--- config.mk ---
export PLATFORM = sky130hd
export DESIGN_NAME = dmem_port_arbiter
export DESIGN_NICKNAME = d
export VERILOG_FILES = /design/src/rtl/mips_mem_pkg.sv /design/src/rtl/dmem_lat_counter.sv /design/src/rtl/dmem_port_arbiter.sv
export SDC_FILE = /design/constraint.sdc
export NUM_CORES = 1
export LEC_CHECK = 0
export CAP_MARGIN = 20
export CORE_ASPECT_RATIO = 0.8
export CORE_MARGIN = 8
export CORE_UTILIZATION = 36
export DETAILED_ROUTE_END_ITERATION = 12
export GPL_TIMING_DRIVEN = 0
export PLACE_DENSITY = 0.77
export SYNTH_ARGS = -nofsm -noshare
export SYNTH_HDL_FRONTEND = slang
export SYNTH_SLANG_ARGS = --single-unit
--- constraint.sdc ---
create_clock -name CLK -period 3.4 [get_ports CLK]
set_input_delay 0.34 -clock CLK [delete_from_list [all_inputs] [get_ports CLK]]
set_output_delay 0.34 -clock CLK [all_outputs]
set_load 0.005 [all_outputs]
--- src/rtl/mips_mem_pkg.sv ---
// Shared definitions for the data-memory port arbiter: FSM encoding, lane ids,
// latency limits and the latched request payload.
package mips_mem_pkg;

    typedef enum logic [1:0] {
        ST_IDLE   = 2'd0,
        ST_ACCESS = 2'd1,
        ST_WAIT   = 2'd2,
        ST_RESP   = 2'd3
    } arb_state_e;

    localparam logic LANE0 = 1'b0;
    localparam logic LANE1 = 1'b1;

    localparam int unsigned DATA_W      = 32;
    localparam int unsigned MEM_LAT_MIN = 1;
    localparam int unsigned MEM_LAT_MAX = 15;
    localparam int unsigned LAT_CNT_W   = 4;

    typedef struct packed {
        logic              we;
        logic [DATA_W-1:0] addr;
        logic [DATA_W-1:0] wdata;
    } mem_req_t;

    // Out-of-range latencies are pinned to the nearest legal value.
    function automatic int unsigned clamp_lat(input int unsigned lat);
        if (lat < MEM_LAT_MIN) return MEM_LAT_MIN;
        if (lat > MEM_LAT_MAX) return MEM_LAT_MAX;
        return lat;
    endfunction

endpackage

--- src/rtl/dmem_lat_counter.sv ---
// Memory-latency down-counter: loadable, saturating decrement, registered zero flag.
module dmem_lat_counter
    import mips_mem_pkg::*;
#(
    parameter int unsigned W = LAT_CNT_W
) (
    input  logic         clk_i,
    input  logic         rst_i,
    input  logic         load_i,
    input  logic [W-1:0] load_val_i,
    input  logic         dec_i,
    output logic         zero_o
);

    logic [W-1:0] cnt_q, cnt_d;
    logic         zero_q;

    always_comb begin
        cnt_d = cnt_q;
        if (load_i) begin
            cnt_d = load_val_i;
        end else if (dec_i && (cnt_q != '0)) begin
            cnt_d = cnt_q - W'(1);
        end
    end

    // Zero flag tracks the value being written so it is valid in the following cycle.
    always_ff @(posedge clk_i or posedge rst_i) begin
        if (rst_i) begin
            cnt_q  <= '0;
            zero_q <= 1'b1;
        end else begin
            cnt_q  <= cnt_d;
            zero_q <= (cnt_d == '0);
        end
    end

    assign zero_o = zero_q;

endmodule

--- src/rtl/dmem_port_arbiter.sv ---
// Two-lane data-memory arbiter: lane 0 (older instruction) wins ties, one access in
// flight, back-to-back hand-over to the other lane straight out of RESP.
module dmem_port_arbiter
    import mips_mem_pkg::*;
#(
    parameter int unsigned MEM_LAT = 1,
    parameter int unsigned ADDR_W  = 8
) (
    input  logic              CLK,
    input  logic              Reset,
    input  logic              Req0,
    input  logic              Req1,
    input  logic              We0,
    input  logic              We1,
    input  logic [31:0]       Addr0,
    input  logic [31:0]       Addr1,
    input  logic [31:0]       WData0,
    input  logic [31:0]       WData1,
    output logic              Ack0,
    output logic              Ack1,
    output logic [31:0]       RData0,
    output logic [31:0]       RData1,
    output logic              Stall0,
    output logic              Stall1,
    output logic              MemEn,
    output logic              MemWe,
    output logic [ADDR_W-1:0] MemAddr,
    output logic [31:0]       MemWData,
    input  logic [31:0]       MemRData
);

    localparam int unsigned           LAT      = clamp_lat(MEM_LAT);
    localparam logic [LAT_CNT_W-1:0]  LAT_LOAD = LAT_CNT_W'(LAT - 1);

    arb_state_e  state_q, state_d;
    logic        grant_q, grant_d;
    mem_req_t    req_q, req_d;
    logic        ack0_q, ack0_d, ack1_q, ack1_d;
    logic [31:0] rdata0_q, rdata0_d, rdata1_q, rdata1_d;
    logic        mem_en_q, mem_en_d, mem_we_q, mem_we_d;

    logic        cnt_load, cnt_dec, cnt_zero;
    logic        launch, launch_lane;
    mem_req_t    lane0_req, lane1_req, pick;
    logic [31:0] resp_data;
    logic        unused_addr_bits;

    assign lane0_req = '{we: We0, addr: Addr0, wdata: WData0};
    assign lane1_req = '{we: We1, addr: Addr1, wdata: WData1};

    dmem_lat_counter #(.W(LAT_CNT_W)) u_lat_cnt (
        .clk_i      (CLK),
        .rst_i      (Reset),
        .load_i     (cnt_load),
        .load_val_i (LAT_LOAD),
        .dec_i      (cnt_dec),
        .zero_o     (cnt_zero)
    );

    // Next-state, grant and response logic. A lane whose Ack is on the wire is
    // still holding Req this cycle, so it is masked to avoid a duplicate grant.
    always_comb begin
        state_d     = state_q;
        grant_d     = grant_q;
        req_d       = req_q;
        ack0_d      = 1'b0;
        ack1_d      = 1'b0;
        rdata0_d    = rdata0_q;
        rdata1_d    = rdata1_q;
        mem_en_d    = 1'b0;
        mem_we_d    = 1'b0;
        cnt_load    = 1'b0;
        cnt_dec     = 1'b0;
        launch      = 1'b0;
        launch_lane = LANE0;
        resp_data   = req_q.we ? 32'h0 : MemRData;

        unique case (state_q)
            ST_IDLE: begin
                if (Req0 && !ack0_q) begin
                    launch      = 1'b1;
                    launch_lane = LANE0;
                end else if (Req1 && !ack1_q) begin
                    launch      = 1'b1;
                    launch_lane = LANE1;
                end
            end
            ST_ACCESS, ST_WAIT: begin
                if (cnt_zero) begin
                    state_d = ST_RESP;
                end else begin
                    state_d = ST_WAIT;
                    cnt_dec = 1'b1;
                end
            end
            ST_RESP: begin
                state_d = ST_IDLE;
                if (grant_q == LANE0) begin
                    ack0_d      = 1'b1;
                    rdata0_d    = resp_data;
                    launch      = Req1;
                    launch_lane = LANE1;
                end else begin
                    ack1_d      = 1'b1;
                    rdata1_d    = resp_data;
                    launch      = Req0;
                    launch_lane = LANE0;
                end
            end
            default: state_d = ST_IDLE;
        endcase

        pick = (launch_lane == LANE1) ? lane1_req : lane0_req;
        if (launch) begin
            state_d  = ST_ACCESS;
            grant_d  = launch_lane;
            req_d    = pick;
            cnt_load = 1'b1;
            mem_en_d = 1'b1;
            mem_we_d = pick.we;
        end
    end

    always_ff @(posedge CLK or posedge Reset) begin
        if (Reset) begin
            state_q  <= ST_IDLE;
            grant_q  <= LANE0;
            req_q    <= '0;
            ack0_q   <= 1'b0;
            ack1_q   <= 1'b0;
            rdata0_q <= '0;
            rdata1_q <= '0;
            mem_en_q <= 1'b0;
            mem_we_q <= 1'b0;
        end else begin
            state_q  <= state_d;
            grant_q  <= grant_d;
            req_q    <= req_d;
            ack0_q   <= ack0_d;
            ack1_q   <= ack1_d;
            rdata0_q <= rdata0_d;
            rdata1_q <= rdata1_d;
            mem_en_q <= mem_en_d;
            mem_we_q <= mem_we_d;
        end
    end

    assign Ack0     = ack0_q;
    assign Ack1     = ack1_q;
    assign RData0   = rdata0_q;
    assign RData1   = rdata1_q;
    assign MemEn    = mem_en_q;
    assign MemWe    = mem_we_q;
    assign MemAddr  = req_q.addr[ADDR_W+1:2];
    assign MemWData = req_q.wdata;
    assign Stall0   = Req0 & ~ack0_q;
    assign Stall1   = Req1 & ~ack1_q;

    // Byte-offset and high address bits are not part of the word address.
    assign unused_addr_bits = ^req_q.addr;

endmodule

Yosys cells after proc, flatten, opt, wreduce, memory -nomap -nowiden
Cells that the tools add are included.
{ "totals": {"ff_bits": 119, "in_bits": 166, "output_inout_bits": 110, "word_cells": 55} }
{ "op_classes": {"add_sub_neg": 1, "eq_ne": 3, "n_mux": 21, "n_bitwise": 5, "n_reduce_logical": 12} }
{ "op_table": {"columns": ["op", "n"], "rows": [
  ["$mux W65", 1],
  ["$mux W32", 1],
  ["$mux W1", 13],
  ["$mux W4", 2],
  ["$eq A2 B2 Y1 const B", 2],
  ["$logic_not A4 Y1", 1],
  ["$pmux W1 S2", 2],
  ["$pmux W2 S2", 1],
  ["$reduce_and A2 Y1", 2],
  ["$reduce_bool A4 Y1", 1],
  ["$sub A4 B1 Y4 const B", 1],
  ["$logic_and A1 B1 Y1", 3],
  ["$not A1 Y1", 3],
  ["$reduce_bool A3 Y1", 1],
  ["$and A1 B1 Y1", 2],
  ["$eq A2 B1 Y1 const B", 1],
  ["$logic_not A1 Y1", 2],
  ["$logic_not A2 Y1", 1],
  ["$mux W2", 1],
  ["$reduce_or A2 Y1", 1]
]} }

Longest topological paths before layout
Gate-level depths: netlist of run 1.
{ "depth": {"depth_word": 8, "ltp_mapped": 8, "depth_no_buf": 6} }

Hierarchy
From an unflattened synthesis of run 1, not the netlist that was laid out.
{ "unflattened": {"cells_unflattened": 524, "hier_area_um2": 5303.8} }
{ "modules_own_cells": {"columns": ["module", "n_inst", "cells_each", "area_per_inst_um2", "seq_area_each_um2"], "rows": [
  ["dmem_port_arbiter", 1, 494, 5006.1, 2802.7],
  ["dmem_lat_counter", 1, 30, 297.8, 126.4]
]} }

Worst setup path after synthesis of run 1
OpenSTA, ideal clock, no wires.
{ "synth_timing": {"path_type": "reg2reg", "from": "register state_q[0]", "to": "register req_q, in the netlist MemWData[10]", "arrival_time_ps": 1653, "slack_ps": 1668, "stages_incl_launch_ff": 8, "n_path_buf": 1, "period_less_slack_ps": 1732, "path_cell_list": "dfrtp_1 > inv_1 > ha_1 > nand4bb_1 > o22ai_1 > clkbuf_1 > o22ai_1 > mux2i_1"} }
{ "synth_via": {"elab_chain_cells": 3, "elab_cells_between_ends": 5} }
{ "synth_rtl": {"columns": ["element", "line_no", "source"], "rows": [
  ["from (decl)", "dmem_port_arbiter.sv:35", "arb_state_e state_q, state_d;"],
  ["from (signal assigned)", "dmem_port_arbiter.sv:136", "state_q <= state_d;"],
  ["$eq A2 B2 Y1 / $logic_not A2 Y1 (equally long branches)", "dmem_port_arbiter.sv:78", "unique case (state_q)"],
  ["$pmux W1 S2", "dmem_port_arbiter.sv:78", null],
  ["$mux W65", "dmem_port_arbiter.sv:113", "pick = (launch_lane == LANE1) ? lane1_req : lane0_req;"],
  ["to (signal assigned)", "dmem_port_arbiter.sv:138", "req_q <= req_d;"],
  ["to (decl)", "dmem_port_arbiter.sv:37", "mem_req_t req_q, req_d;"]
]} }
Parallel ways exist; a longest one is shown, timed or not.
A chain may end at the register's enable or synchronous reset.

Final worst setup path of run 1
{ "layout_timing": {"from": "register state_q[0]", "to": "register req_q, in the netlist MemWData[19]"} }
The elaborated chain is that of the path after synthesis.

==> reports/qor.csv, run 1 <==
stage,metric,value,unit
cts,h-tree-depth,4,
placement,place_ws,1.15,ns
cells_and_area,fin_cells,966,
floorplanning,start_util,36.8,%
cells_and_area,area_growth,59.7,%
synth,synth_cells,520,
placement,port_buffers,227,
worst_setup_path,crit_top_cell,o22ai_1,
cells_and_area,layout-drive-gt1-share,12.3,%
sta,whs,0.310,ns
synth,synth_warnings,0,
synth,ys_seq_area_share,55.7,%
drt,drtIter0Drc,210,
cts,cts-root-buf,clkbuf_16,
synth,avgSynthCellArea,10.1,sq um
drt,viasPerCell,4.55,
drt,drt-total-wl,16200,um
power,irDropWorstVdd,503,uV
power,p_leak,3.72,nW
drt,vias,4395,
sta,setup_viol,0,
synth,ys_types,36,
worst_setup_path,critPathKind,reg2reg,
sta,finalHoldViolCount,0,
global_route,grt_pass1_vias,4650,
cells_and_area,nNetsFinal,938,
worst_setup_path,critPathArrivalTime,2.60,ns
placement,dp_hpwl,12400,um
status,status,"complete, no violations",
cells_and_area,fin_util,58.7,%
worst_setup_path,path_max_fanout,10,
sta,tns,0,ns
global_route,grtUsageTotal,17.3,%
worst_setup_path,endpoint_kind,flop,
synth,synth_edf_count,0,
worst_setup_path,start_kind,flop,
global_route,grt_pass1_wl,24900,um
cells_and_area,diodes,0,
synth,synth-main-ff-cell,dfrtp_1,
placement,place_inst,934,
hold_path,min_path_type,in2async,
placement,gp_congestion,0.755,
global_route,grt_overflow,0,
sta,fin_worst_skew,0.00673,ns
worst_setup_path,crit_chain,inv_1 -> ha_1 -> nand4bb_1 -> o22ai_1 -> clkbuf_1 -> o22ai_1 -> mux2i_1,
global_route,grt_max_degree,42,
synth,synth_fp_nets,689,
cts,post_cts_resized,0,
worst_setup_path,cp_num_buf_inv,2,
worst_setup_path,cp_top_family,compound AO/OA/AOI/OAI gates,
cts,ctsLongestPathBuffers,2,
drt,drt.antenna.violating_nets,0,
floorplanning,die_area,18700,sq um
cts,tritoncts,done,
sta,tightest_slew,0.535,ns
sta,fmax,439,MHz
global_route,antenna_found_initial,0,
power,swShare,33.5,%
floorplanning,num_rows,39,
sta,drv_slew,0,
worst_setup_path,slowest_stage,clkbuf_1,
cts,cts_setup_buffers,0,
job,maxCapViolCount,0,
worst_setup_path,worstPathRequired,3.72,ns
power,power_frac_seq,30.1,%
power,combinationalPowerShare,48.3,%
sta,finalCritPeriodShare,66.9,%
floorplanning,die_h,124,um
worst_setup_path,cp_num_cells,7,
worst_setup_path,critical-path-max-stage-delay,0.42,ns
power,pwr-share-clk,21.7,%
sta,max_slew_margin,64.3,%
cells_and_area,final_cell_mix,"clkdlybuf4s50_1 (227), dfrtp_1 (116), nand2_1 (100)",
drt,wl_per_cell,16.8,um
cts,cts.sinks,117,
worst_setup_path,reg2reg_depth,7,
cts,clk-insertion-delay-late,0.41,ns
cts,cts_buffers,17,
floorplanning,coreArea,14300,sq um
synth,async_reset_ff_share,100,%
cts,clkSlewWorstSetupHoldPaths,0.05,ns
floorplanning,die_w,151,um
drt,drt_pass1_iterations,4,
synth,ys_ff_latch,117,
synth,syn-cell-area,5260,sq um
power,p_per_area,936,nW/um^2
power,p_int,5.22,mW
sta,fin_ws,1.12,ns
power,power.switching,2.64,mW
floorplanning,io_pins,276,
sta,grt_setup_unrepaired,false,
cells_and_area,final_common_cell,clkdlybuf4s50_1,
cts,ctsHoldBuffers,0,
sta,fin_crit,2.28,ns
drt,drt_drc_violations_left,0,
-- power by group through the flow --
stage                     Sequential (mW)  Combinational (mW)  Clock (mW)
after floorplan                      2.36                1.96           0
after global placement               2.35                3.77           0
after detailed placement             2.37                3.85           0
after CTS                            2.36                3.87        1.73
after global routing                 2.44                4.19        1.81
final                                2.36                3.79        1.70
-- sequential cells by signal, indices dropped and copies added (netlist names) --
name              flops
Ack0                  1
MemAddr               8
state_q               2
u_lat_cnt.cnt_q       4
MemWe                 1
u_lat_cnt.zero_o      1
MemWData             32
RData1               32
grant_q               1
Ack1                  1
MemEn                 1
RData0               32
req_q                 1
-- worst paths after layout --
path,startpoint,end,slack (ns)
worst max-delay path,state_q[0],MemWData[19],1.12
worst min-delay path,Reset,RData0[11],0.31
worst max register to register,state_q[0],MemWData[19],1.12
worst min register to register,RData0[9],RData0[9],0.47
max in group asynchronous,Reset,u_lat_cnt.zero_o,2.49
min in group CLK,RData0[9],RData0[9],0.47
-- metal layers --
layer,share of wire (%),vias to the layer above,track usage [%]
met5,0,-,0
met4,0.82,0,4.44
met3,10,12,7.63
met2,48,152,28.0
met1,41,2046,20.8
li1,-,2185,-
-- worst register-to-register path, delay by kind of cell (launching register included) --
| family | cells | cell delay, ns |
|---|---|---|
| buffers and inverters | 2 | 0.48 |
| adder cells (fa/ha/maj) | 1 | 0.38 |
| AO/OA/AOI/OAI | 2 | 0.57 |
| multiplexers | 1 | 0.17 |
| flip-flops | 1 | 0.38 |
| AND/OR/NAND/NOR | 1 | 0.21 |
-- Yosys cell counts, types with 4 or more instances --
cell type	n	share of area (%)
nor2_1	4	0.29
nand2_1	100	7.1
buf_4	41	5.9
dfrtp_1	116	55
buf_2	6	0.57
mux2i_1	45	8.6
inv_1	49	3.5
clkbuf_1	17	1.2
o22ai_1	41	4.9
o21ai_0	66	6.3
-- layout make-up --
type                       count  area (sq um)
timing repair buffer         230          2330
sequential                   117          2930
tap                          184           230
fill                        1210          5900
clock inverter                12           105
inverter                      52           199
clock buffer                  20           467
multi-input combinational    281          1660
buffer                        70           474
-- logic make-up (layout without fill, tap and decap cells) --
group                    Yosys count  count (layout)  share of synthesized area [%]
AO/OA/AOI/OAI                    115             115                           12.7
XOR/XNOR                           3               3                          0.500
adder cells (fa/ha/maj)            3               3                          0.714
buffers and inverters            122             384                           12.7
flip-flops                       117             117                           55.7
multiplexers                      46              46                           8.79
AND/OR/NAND/NOR                  114             114                           8.86
-- stage by stage --
stage,cell area [sq um],power (mW)
CTS,8390,7.97
global placement,7760,6.12
floorplan,5260,4.32
global route,8390,8.44
finish,8390,7.86
detailed placement,7820,6.22
No activity file was read; power rests on OpenSTA's default activity.
==> run 2, diff against run 1 <==
- CORE_UTILIZATION: 36 -> 40
- PLACE_DENSITY: 0.77 -> 0.81
- clock period: 3.4 -> 2.4 ns (I/O delays scaled with it)
==> reports/qor.csv, run 2 (synthesis results as in run 1) <==
stage,metric,value,unit,change
status,status,"complete, no violations",,
worst_setup_path,critical-path-max-stage-delay,0.39,ns,-0.03 ns
cts,ctsLongestPathBuffers,2,,unchanged
drt,viasPerCell,4.93,,+8.3%
placement,gp_congestion,0.898,,+19%
power,total_power,11.5,mW,+46%
job,maxCapViolCount,0,,unchanged
power,irDropWorstVdd,735,uV,+46%
worst_setup_path,worstPathRequired,2.71,ns,-1.01 ns
cells_and_area,nNetsFinal,938,,unchanged
sta,fin_crit,2.06,ns,-0.220 ns
worst_setup_path,crit_chain,inv_1 -> ha_1 -> nand4bb_1 -> o22ai_2 -> buf_2 -> o22ai_1 -> mux2i_1,,
sta,drv_slew,0,,unchanged
worst_setup_path,slowest_stage,dfrtp_1,,
global_route,grt_pass1_wl,28200,um,+13%
hold_path,min_path_type,in2async,,
power,combinationalPowerShare,47.7,%,-0.6 points
worst_setup_path,start_kind,flop,,
sta,grt_setup_unrepaired,false,,
placement,placed_area,7810,sq um,-0.14%
sta,finalHoldViolCount,0,,unchanged
power,p_per_area,1360,nW/um^2,+45%
floorplanning,coreArea,12800,sq um,-10%
drt,wl_per_cell,18.8,um,+12%
placement,port_buffers,227,,unchanged
cells_and_area,area_growth,60.2,%,
sta,fin_ws,0.345,ns,-0.780 ns
worst_setup_path,path_max_fanout,10,,unchanged
cts,ctsHoldBuffers,0,,unchanged
sta,finalCritPeriodShare,85.6,%,+19 points
sta,tns,0,ns,unchanged
power,p_int,7.57,mW,+45%
cts,h-tree-depth,4,,unchanged
global_route,antenna_found_initial,0,,unchanged
cells_and_area,multi_input_area,1660,sq um,+0.38%
sta,whs,0.117,ns,-0.193 ns
floorplanning,die_w,144,um,-4.6%
global_route,grt_overflow,0,,unchanged
cells_and_area,final_common_cell,clkdlybuf4s50_1,,
cells_and_area,seq_area,2930,sq um,unchanged
worst_setup_path,r2r_start,state_q[0],,
sta,max_slew_margin,64.2,%,-0.10 points
worst_setup_path,endpoint_kind,flop,,
global_route,grt_max_degree,45,,+7.1%
worst_setup_path,critPathArrivalTime,2.37,ns,-0.23 ns
floorplanning,start_util,41.0,%,+4.2 points
cts,tritoncts,done,,
worst_setup_path,cp_num_cells,7,,unchanged
cells_and_area,nFillCells,986,,-19%
power,swShare,33.9,%,+0.39 points
worst_setup_path,reg2reg_depth,7,,unchanged
drt,drt-total-wl,18000,um,+11%
power,power_frac_seq,29.7,%,-0.4 points
worst_setup_path,r2r_slack,0.34,ns,-0.78 ns
drt,drt.antenna.violating_nets,0,,unchanged
drt,drt_pass1_iterations,4,,unchanged
drt,drtIter0Drc,224,,+6.7%
cells_and_area,diodes,0,,unchanged
floorplanning,num_rows,37,,-5.1%
cts,clkSlewWorstSetupHoldPaths,0.06,ns,about the same
drt,drt_drc_violations_left,0,,unchanged
cells_and_area,layout-drive-gt1-share,12.4,%,+0.13 points
placement,place_ws,0.0299,ns,-1.12 ns
global_route,grt_pass1_vias,5299,,+14%
cts,cts_buffers,17,,unchanged
placement,dp_hpwl,13700,um,+9.7%
power,p_leak,3.75,nW,+0.77%
sta,fmax,487,MHz,+11%
cts,cts-root-buf,clkbuf_16,,
sta,tightest_slew,0.537,ns,+0.00154 ns
cells_and_area,fin_area,8420,sq um,+0.28%
cts,cts.sinks,117,,unchanged
worst_setup_path,cp_num_buf_inv,2,,unchanged
global_route,grtUsageTotal,21.2,%,+3.9 points
worst_setup_path,critPathKind,reg2reg,,
sta,setup_viol,0,,unchanged
worst_setup_path,regToRegEndpoint,MemAddr[0],,
floorplanning,io_pins,276,,unchanged
drt,vias,4714,,+7.3%
cells_and_area,final_cell_mix,"clkdlybuf4s50_1 (227), dfrtp_1 (116), nand2_1 (100)",,
floorplanning,die_h,119,um,-4.5%
sta,fin_worst_skew,0.0103,ns,+0.00361 ns
cts,clk-insertion-delay-late,0.41,ns,about the same
worst_setup_path,cp_top_family,flip-flops,,
floorplanning,die_area,17100,sq um,-8.9%
power,power.switching,3.89,mW,+47%
power,pwr-share-clk,22.6,%,+0.9 points
run 2: changes by cell type in the layout (fill, tap and decap cells not counted):
cell,change
o22ai_1,-1
bufinv_16,+2
clkinvlp_4,-3
o22ai_2,+1
clkinv_2,+1
clkbuf_2,+1
clkbuf_8,-2
inv_6,+1
run 2: cell type report:
| cell class | instances | share of cell area, % |
|---|---|---|
| buffer | 70 | 5.65 |
| clock buffer | 19 | 5.26 |
| clock inverter | 13 | 1.86 |
| inverter | 52 | 2.36 |
| multi-input combinational | 281 | 19.8 |
| sequential | 117 | 34.8 |
| tap | 175 | 2.60 |
| timing repair buffer | 230 | 27.7 |
run 2: layer usage:
metal  global-route usage (%)  vias to the layer above  share of wire (%)
li1                         -                     2190                  -
met1                     23.5                     2293                 39
met2                     35.2                      209                 47
met3                     10.4                       22                 12
met4                     6.42                        0                1.3
met5                        0                        -                  0
run 2: repair_timing:
action                                  in CTS  in global routing
setup buffers                                0                  0
endpoints found under the setup margin       0                 16
resized for setup                            0                  3
run 2: worst max-delay path by stage:
stage,from,end,slack [ns]
6_report,state_q[0],MemAddr[0],0.34
2_1_floorplan,state_q[0],MemWData[10],0.67
5_1_grt,state_q[0],MemWData[31],0.13
3_5_place_dp,state_q[0],MemWData[18],0.03
4_1_cts,state_q[0],MemWData[18],0.009
3_3_place_gp,Reset,MemWData[20],-0.35
run 2: power by group through the flow:
| stage | Clock (mW) | Combinational [mW] | Sequential (mW) |
|---|---|---|---|
| 6_report | 2.59 | 5.47 | 3.40 |
| 3_5_place_dp | 0 | 5.50 | 3.41 |
| 4_1_cts | 2.62 | 5.54 | 3.39 |
| 5_1_grt | 2.73 | 5.99 | 3.50 |
| 3_3_place_gp | 0 | 5.31 | 3.34 |
| 2_1_floorplan | 0 | 2.78 | 3.34 |
run 2: worst reg2reg max path, delay by kind of cell (launching register included):
kind / cells / cell delay, ns
and+or+nand+nor: 1 / 0.23
DFF: 1 / 0.39
AOI/OAI and AO/OA: 2 / 0.39
adders and majority gates: 1 / 0.39
muxes: 1 / 0.18
buffers and inverters: 2 / 0.38
run 2: per-stage QoR:
stage	instances	utilization (%)
after floorplan	520	-
after global placement	922	60.4
after detailed placement	925	60.9
after CTS	957	65.6
after global routing	957	65.6
final	957	65.6
==> run 3, diff against run 2 <==
- CTS_CLUSTER_DIAMETER: unset -> 30
- CTS_CLUSTER_SIZE: unset -> 10
==> results of run 3 <==
Final layout, timing and power as in run 2 (identical DEF).
